<file path="config.mk">
export PLATFORM = sky130hd
export DESIGN_NAME = pt_rd_responder
export DESIGN_NICKNAME = d
export VERILOG_FILES = /design/src/rtl/pt_rd_responder.sv
export SDC_FILE = /design/constraint.sdc
export NUM_CORES = 1
export LEC_CHECK = 0
export CORE_ASPECT_RATIO = 2
export CORE_MARGIN = 2
export CORE_UTILIZATION = 30
export CTS_BUF_LIST = sky130_fd_sc_hd__clkbuf_16
export DETAILED_ROUTE_END_ITERATION = 6
export GPL_ROUTABILITY_DRIVEN = 1
export SYNTH_ARGS = -nofsm -noshare
export SYNTH_HDL_FRONTEND = slang
export SYNTH_SLANG_ARGS = --single-unit
</file>
<file path="constraint.sdc">
create_clock -name clk -period 10.35 [get_ports clk]
set_input_delay 2.07 -clock clk [delete_from_list [all_inputs] [get_ports clk]]
set_output_delay 2.07 -clock clk [all_outputs]
set_load 0.1 [all_outputs]
</file>
<file path="src/rtl/pt_rd_responder.sv">
// rtl/pt_rd_responder.sv - page-table read responder between a page-table walker and a host read port
//
// Purpose:
//   Accepts page-table cache-line read requests, forwards each to the host read
//   port tagged with a local slot index, and returns host data to the walker
//   with the walker's original tag. Unknown or stale host tags are dropped and
//   flagged on a sticky error bit.
//
// Build option:
//   PT_RESP_REORDER_EN - defined: responses leave in request-accept order,
//                        buffered per slot (2-cycle minimum latency).
//                        undefined: responses leave in host arrival order,
//                        slot freed on arrival (1-cycle latency, no data buffer).
//
// Ports:
//   clk, rst_n                      clock, asynchronous active-low reset
//   pt_tx_rd_addr/tag/valid/ready   walker request channel
//   pt_rx_data/rd_tag/rd_valid      walker response channel (no backpressure)
//   host_rd_addr/tag/valid/ready    host read request channel (tag = slot index)
//   host_rx_data/tag/valid          host response channel (no backpressure)
//   outstanding_cnt                 number of slots in use
//   tag_error                       sticky flag for dropped host responses

`ifndef PAGETABLE_TAG
`define PAGETABLE_TAG [15:0]
`endif

module pt_rd_responder #(
    parameter int MAX_OUTSTANDING = 8
) (
    input  logic                 clk,
    input  logic                 rst_n,
    input  logic [31:0]          pt_tx_rd_addr,
    input  logic `PAGETABLE_TAG  pt_tx_rd_tag,
    input  logic                 pt_tx_rd_valid,
    output logic                 pt_tx_rd_ready,
    output logic [255:0]         pt_rx_data,
    output logic `PAGETABLE_TAG  pt_rx_rd_tag,
    output logic                 pt_rx_rd_valid,
    output logic [31:0]          host_rd_addr,
    output logic [7:0]           host_rd_tag,
    output logic                 host_rd_valid,
    input  logic                 host_rd_ready,
    input  logic [255:0]         host_rx_data,
    input  logic [7:0]           host_rx_tag,
    input  logic                 host_rx_valid,
    output logic [4:0]           outstanding_cnt,
    output logic                 tag_error
);

    localparam int IDXW = $clog2(MAX_OUTSTANDING);

    // Slot state: r_pend = allocated and still waiting for host data.
    logic [MAX_OUTSTANDING-1:0]  r_pend;
    logic `PAGETABLE_TAG         r_tag [MAX_OUTSTANDING];
    logic [IDXW-1:0]             r_alloc_ptr;
    logic [4:0]                  r_cnt;

    logic                        r_host_valid;
    logic [31:0]                 r_host_addr;
    logic [7:0]                  r_host_tag;

    logic                        r_rx_valid;
    logic [255:0]                r_rx_data;
    logic `PAGETABLE_TAG         r_rx_tag;
    logic                        r_tag_error;

    logic                        w_accept;
    logic [IDXW-1:0]             w_alloc_slot;
    logic [IDXW-1:0]             w_rx_idx;
    logic                        w_rx_ok;
    logic                        w_rx_bad;
    logic                        w_retire;
    logic [IDXW-1:0]             w_ret_slot;
    logic [255:0]                w_ret_data;

    // Gated by rst_n so ready is low throughout reset and rises as soon as
    // reset releases.
    assign pt_tx_rd_ready = rst_n & (r_cnt < 5'(MAX_OUTSTANDING))
                            & (~r_host_valid | host_rd_ready);
    assign w_accept = pt_tx_rd_valid & pt_tx_rd_ready;

    // A host tag is legal only if its upper bits are clear and it names a
    // slot still waiting for data; duplicates and late arrivals are dropped.
    assign w_rx_idx = host_rx_tag[IDXW-1:0];
    assign w_rx_ok  = host_rx_valid & ((host_rx_tag >> IDXW) == 8'd0) & r_pend[w_rx_idx];
    assign w_rx_bad = host_rx_valid & ~w_rx_ok;

`ifdef PT_RESP_REORDER_EN
    // Slots retire strictly in allocation order, so the slot at the
    // allocation pointer is always free whenever the count allows a request.
    logic [MAX_OUTSTANDING-1:0]  r_have;
    logic [IDXW-1:0]             r_ret_ptr;
    logic [255:0]                r_data [MAX_OUTSTANDING];

    assign w_alloc_slot = r_alloc_ptr;
    assign w_retire     = r_have[r_ret_ptr];
    assign w_ret_slot   = r_ret_ptr;
    assign w_ret_data   = r_data[r_ret_ptr];

    always_ff @(posedge clk or negedge rst_n) begin
        if (!rst_n) begin
            r_have    <= '0;
            r_ret_ptr <= '0;
        end else begin
            if (w_rx_ok) begin
                r_have[w_rx_idx] <= 1'b1;
            end
            if (w_retire) begin
                r_have[r_ret_ptr] <= 1'b0;
                r_ret_ptr         <= r_ret_ptr + 1'b1;
            end
        end
    end

    always_ff @(posedge clk) begin
        if (w_rx_ok) begin
            r_data[w_rx_idx] <= host_rx_data;
        end
    end
`else
    // Slots free out of order, so take the first free slot at or after the
    // allocation pointer; with in-order returns this is simply the pointer.
    logic w_found;

    always_comb begin
        w_alloc_slot = r_alloc_ptr;
        w_found      = 1'b0;
        for (int i = 0; i < MAX_OUTSTANDING; i++) begin
            if (!w_found && !r_pend[r_alloc_ptr + IDXW'(i)]) begin
                w_alloc_slot = r_alloc_ptr + IDXW'(i);
                w_found      = 1'b1;
            end
        end
    end

    assign w_retire   = w_rx_ok;
    assign w_ret_slot = w_rx_idx;
    assign w_ret_data = host_rx_data;
`endif

    always_ff @(posedge clk) begin
        if (w_accept) begin
            r_tag[w_alloc_slot] <= pt_tx_rd_tag;
        end
    end

    always_ff @(posedge clk or negedge rst_n) begin
        if (!rst_n) begin
            r_pend       <= '0;
            r_alloc_ptr  <= '0;
            r_cnt        <= '0;
            r_host_valid <= 1'b0;
            r_host_addr  <= '0;
            r_host_tag   <= '0;
            r_rx_valid   <= 1'b0;
            r_rx_data    <= '0;
            r_rx_tag     <= '0;
            r_tag_error  <= 1'b0;
        end else begin
            // Arrival clears first; allocation never targets a pending slot.
            if (w_rx_ok) begin
                r_pend[w_rx_idx] <= 1'b0;
            end
            if (w_accept) begin
                r_pend[w_alloc_slot] <= 1'b1;
                r_alloc_ptr          <= w_alloc_slot + 1'b1;
                r_host_valid         <= 1'b1;
                r_host_addr          <= pt_tx_rd_addr;
                r_host_tag           <= {{(8-IDXW){1'b0}}, w_alloc_slot};
            end else if (host_rd_ready) begin
                r_host_valid <= 1'b0;
            end

            r_cnt <= r_cnt + {4'd0, w_accept} - {4'd0, w_retire};

            r_rx_valid <= w_retire;
            if (w_retire) begin
                r_rx_data <= w_ret_data;
                r_rx_tag  <= r_tag[w_ret_slot];
            end

            if (w_rx_bad) begin
                r_tag_error <= 1'b1;
            end
        end
    end

    assign host_rd_valid   = r_host_valid;
    assign host_rd_addr    = r_host_addr;
    assign host_rd_tag     = r_host_tag;
    assign pt_rx_rd_valid  = r_rx_valid;
    assign pt_rx_data      = r_rx_data;
    assign pt_rx_rd_tag    = r_rx_tag;
    assign outstanding_cnt = r_cnt;
    assign tag_error       = r_tag_error;

endmodule

</file>
# After elaboration in Yosys (flattened, before gate mapping)
# Memories as Yosys holds them, arrays and structs flattened. A register that Yosys moved wholly into a read port is not among the register bits.
# Cells that the tools add are included.
[totals]
register_bits = 310
ram_bits = 128
inputBits = 317
output_inout_bits = 321
mem_count = 1
[memory_table]
columns = ["name", "words", "word_bits", "read_ports", "rd_ports_with_merged_regs", "wr", "line_no", "text"]
rows = [
  ["r_tag", 8, 16, 1, 1, 1, "55", "logic `PAGETABLE_TAG r_tag [MAX_OUTSTANDING];"],
]
[classes]
addsub = 10
n_lt_le_gt_ge = 13
mux = 42
n_bitwise = 12
reduce_logical = 25
[ops]
columns = ["op", "count"]
rows = [
  ["$lt A3 B4 Y1 const B", 10],
  ["$bmux W1 S3", 9],
  ["$mux W1", 22],
  ["$mux W3", 7],
  ["$mux W8", 2],
  ["$logic_not A1 Y1", 14],
  ["$add A3 B3 Y3 const B", 4],
  ["$logic_and A1 B1 Y1", 9],
  ["$and A8 B8 Y8", 1],
  ["$logic_not A8 Y1", 1],
  ["$not A8 Y8", 1],
  ["$or A8 B8 Y8", 1],
  ["$add A3 B1 Y3 const B", 2],
  ["$add A3 B2 Y3 const B", 2],
  ["$and A1 B1 Y1", 6],
  ["$demux W1 S3", 2],
  ["$ge A3 B1 Y1 const B", 2],
  ["$add A5 B1 Y5", 1],
  ["$lt A5 B4 Y1 const B", 1],
  ["$sub A5 B1 Y5", 1],
  ["$not A1 Y1", 2],
  ["$reduce_bool A2 Y1", 1],
  ["$or A1 B1 Y1", 1],
]

# Depth between registers and ports, before layout
[depth]
word_depth = 30
mapped_depth = 14
depth_no_buf = 12

# Least setup slack after synthesis
# No wires, ideal clock.
[synth_path]
path_kind = "input -> register"
startpoint = "input host_rd_ready"
endpoint = "register r_cnt[4], in the netlist outstanding_cnt[4]"
t_arrival_ns = 5.020
path_slack_ns = 5.251
cell_stages = 12
path_cell_list = "nand2b_1 and3_1 and2_1 clkinv_1 clkbuf_1 ha_1 inv_1 ha_1 fa_1 a21o_1 a21oi_1 xor2_1"
[synth_via]
elab_chain_cells = 5
[synth_lines]
columns = ["element", "line_no", "text"]
rows = [
  ["from (decl)", "43", "input logic host_rd_ready,"],
  ["$or A1 B1 Y1", "80", "& (~r_host_valid | host_rd_ready);"],
  ["$and A1 B1 Y1", "80", ""],
  ["net pt_tx_rd_ready", "36", "output logic pt_tx_rd_ready,"],
  ["$and A1 B1 Y1", "81", "assign w_accept = pt_tx_rd_valid & pt_tx_rd_ready;"],
  ["$add A5 B1 Y5", "175", "r_cnt <= r_cnt + {4'd0, w_accept} - {4'd0, w_retire};"],
  ["$sub A5 B1 Y5", "175", ""],
  ["to (signal assigned)", "175", ""],
  ["to (decl)", "57", "logic [4:0] r_cnt;"],
]
# The timed path passes the listed nets, and every way through them passes these cells.
# A chain may end at the register's enable or synchronous reset.

# Worst setup path after layout
[layout_path]
startpoint = "input rst_n"
endpoint = "output pt_tx_rd_ready"
[layout_via]
elab_chain_cells = 2
[layout_lines]
columns = ["element", "line_no", "text"]
rows = [
  ["from (decl)", "32", "input logic rst_n,"],
  ["$and A1 B1 Y1", "79", "assign pt_tx_rd_ready = rst_n & (r_cnt < 5'(MAX_OUTSTANDING))"],
  ["$and A1 B1 Y1", "80", ""],
  ["to (decl)", "36", ""],
]
# Every way passes these cells.

==> flow_metrics.env <==
export IMPL_first_pass_iters=5
export IMPL_drc_errors=0
export IMPL_status="finished, final reports clean"
export IMPL_routedWlPerCell_um=20.17
export IMPL_worstReg2RegStart="r_alloc_ptr[0]$_DFFE_PN0P_"
export IMPL_crit_fanout=75
export IMPL_start_kind="input port"
export IMPL_ys_seq_area_share_pct=66.69
export IMPL_syn_to_final_growth_pct=47.32
export IMPL_peakVddDrop_mv=0.1552
export IMPL_cts_sinks=454
export IMPL_r2r_setup_slack_ns=5.08
export IMPL_hold_slack_ns=0.4644
export IMPL_grt_first_pass_wirelength_um=91910
export IMPL_nNetsFinal=2630
export IMPL_fin_crit_sh_pct=60.34
export IMPL_htree_levels=2
export IMPL_yosys_area_top_type="dfrtp_1"
export IMPL_synth_edf_count=128
export IMPL_postRouteAntennaNets=0
export IMPL_die_x_um=177.2
export IMPL_ys_seq_elements=454
export IMPL_internal_power_mw=3.973
export IMPL_setup_ws_ns=4.105
export IMPL_fin_setup_tns_ns=0
export IMPL_multi_input_area_um2=5597
export IMPL_fmax_mhz=160.1
export IMPL_maxCapViolCount=0
export IMPL_setup_viol=0
export IMPL_grt_total_usage_pct=19.71
export IMPL_worst_hold_path_type="reg -> reg"
export IMPL_drt_first_iter_violations=978
export IMPL_ys_async_sr_fraction_pct=71.81
export IMPL_cts_inserted_buffers=43
export IMPL_place_congestion=0.8409
export IMPL_dpl_worst_slack_ns=4.112
export IMPL_start_util_pct=30.20
export IMPL_fillCellCount=5675
export IMPL_syn_inst=1701
export IMPL_clock_skew_final_ns=0.02020
export IMPL_clockRootBuffer="clkbuf_16"
export IMPL_antenna_found_initial=13
export IMPL_post_cts_setup_buffers=0
export IMPL_power_leakage_nw=12.08
export IMPL_switching_share_pct=48.47
export IMPL_clock_latency_ns=0.58
export IMPL_fin_cells=3115
export IMPL_critPathKind="in -> out"
export IMPL_yosys_warnings=0
export IMPL_grt_max_degree=160
export IMPL_worstMarginPinSlew_ns=1.203
export IMPL_ios=638
export IMPL_hold_path_depth=2
export IMPL_crit_required_ns=8.28
export IMPL_ys_top_cells_by_count="nand2_1 (893), dfrtp_1 (326), edfxtp_1 (128), clkbuf_1 (79), a22oi_1 (32)"
export IMPL_cts_buffer_depth=3
export IMPL_slew_headroom_pct=19.55
export IMPL_p_comb_share_pct=48.0
export IMPL_via_count=14430
export IMPL_synth_top_cell_area_share_pct=45.33
export IMPL_cts_resized=0
export IMPL_p_sw_mw=3.737
export IMPL_power_mw=7.710
export IMPL_dpl_cell_area_um2=25090
export IMPL_grt_overflow=0
export IMPL_dp_hpwl_um=44810
export IMPL_synthFlopType="dfrtp_1"
export IMPL_port_buffers=632
export IMPL_drv_slew=0
export IMPL_synth_top_cells_by_area="dfrtp_1 (45%), edfxtp_1 (21%), nand2_1 (19%)"
export IMPL_hp_start="pt_rx_data[124]$_DFFE_PN0N_"
export IMPL_die_area_um2=62080
export IMPL_arrival_ns=4.18
export IMPL_synth_cell_area_um2=18000
export IMPL_hold_path_endpoint="pt_rx_data[124]$_DFFE_PN0N_"
export IMPL_cts_hold_buf=0
export IMPL_core_area_um2=59590
export IMPL_avgSynthCellArea_um2=10.58
export IMPL_placed_cells=3033
export IMPL_finalHoldViolations=0
export IMPL_endpoint_kind="output pin"
export IMPL_fin_area_um2=26510
export IMPL_reg2reg_depth=10
export IMPL_die_h_um=350.4
export IMPL_final_util_pct=44.49
export IMPL_fin_crit_ns=6.245
export IMPL_rsz0062_at_grt="no"
export IMPL_grt_pass1_vias=14440
export IMPL_cts_tree="yes"
export IMPL_synth_most_common_cell="nand2_1"
export IMPL_routed_via_density=4.633
export IMPL_clk_pin_slew_ns=0.05
export IMPL_ff_latch_area_um2=12000
export IMPL_wirelength_um=62850
export IMPL_p_seq_share_pct=31.1
export IMPL_p_clk_share_pct=20.9
export IMPL_reg2reg_to="r_tag[4][3]$_DFFE_PP_"
export IMPL_drive_above_1_share_pct=6.028
export IMPL_powerDensity_nw_per_um2=290.8
export IMPL_yosysUniqueCellTypes=73
export IMPL_rows=127
-- cell usage in the layout (no fill, tap or decap), types with 5 or more instances in the layout --
master	count
a21o_1	21
a221oi_1	16
a22o_1	16
a22oi_1	32
a31oi_1	17
buf_4	22
clkbuf_16	43
clkdlybuf4s50_1	624
clkinv_1	8
clkinv_2	5
conb_1	5
dfrtp_1	326
edfxtp_1	128
ha_1	8
inv_1	21
inv_6	6
mux2_2	7
mux2i_1	7
mux4_1	5
mux4_2	7
nand2_1	893
nor2_1	5
nor2_2	9
o21ai_0	5
o21ai_1	5
-- routing by layer --
metal | vias up | wire length (um) | global-route usage (%)
met2 | 659 | 30980 | 33.80
met3 | 96 | 6586 | 6.589
li1 | 6797 | - | -
met5 | - | 96 | 0
met4 | 14 | 1980 | 7.050
met1 | 6866 | 23210 | 22.77
-- power by group through the flow --
| stage | sequential (mW) | clock (mW) | combinational (mW) |
|---|---|---|---|
| 2_1_floorplan | 4.29 | 0 | 0.842 |
| 3_3_place_gp | 2.42 | 0 | 3.71 |
| 3_5_place_dp | 2.43 | 0 | 3.72 |
| 4_1_cts | 2.40 | 1.66 | 3.73 |
| 5_1_grt | 2.44 | 1.73 | 3.86 |
| 6_report | 2.40 | 1.61 | 3.70 |
-- final cells by class --
cell class              count  area share, %
flip-flops and latches    454          45.27
clock buffers              43          4.059
clock inverters            37          1.288
multi-input cells        1141          21.11
diodes                      2        0.01888
well taps                 774          3.653
repair buffers            649          24.39
inverters                  15         0.2124
-- state kept, by name, indices dropped and copies added (netlist names), 3 cells and up --
name and count:
r_pend 8, r_alloc_ptr 3, pt_rx_data 256, pt_rx_rd_tag 16
outstanding_cnt 5, host_rd_tag 3, host_rd_addr 32, r_tag 128
-- how the worst max path moves through the flow --
stage	endpoint	startpoint
2_1_floorplan	outstanding_cnt[4]$_DFF_PN0_	host_rd_ready
3_3_place_gp	pt_tx_rd_ready	rst_n
3_5_place_dp	pt_tx_rd_ready	rst_n
4_1_cts	pt_tx_rd_ready	rst_n
5_1_grt	pt_tx_rd_ready	rst_n
6_report	pt_tx_rd_ready	rst_n
-- logic make-up after synthesis --
logic type	synth area share [%]
adder cells (fa/ha/maj)	0.6675
XOR/XNOR	0.3337
flip-flops	66.69
AND/OR/NAND/NOR	20.28
buffers and inverters	2.538
AO/OA/AOI/OAI	6.661
multiplexers	2.809
other	0.02084
-- worst max-delay path: stages --
cell and delay, ns:
buf_8 0.41, and3_1 0.38, clkdlybuf4s50_1 1.17
(Power assumes the default switching activity.)
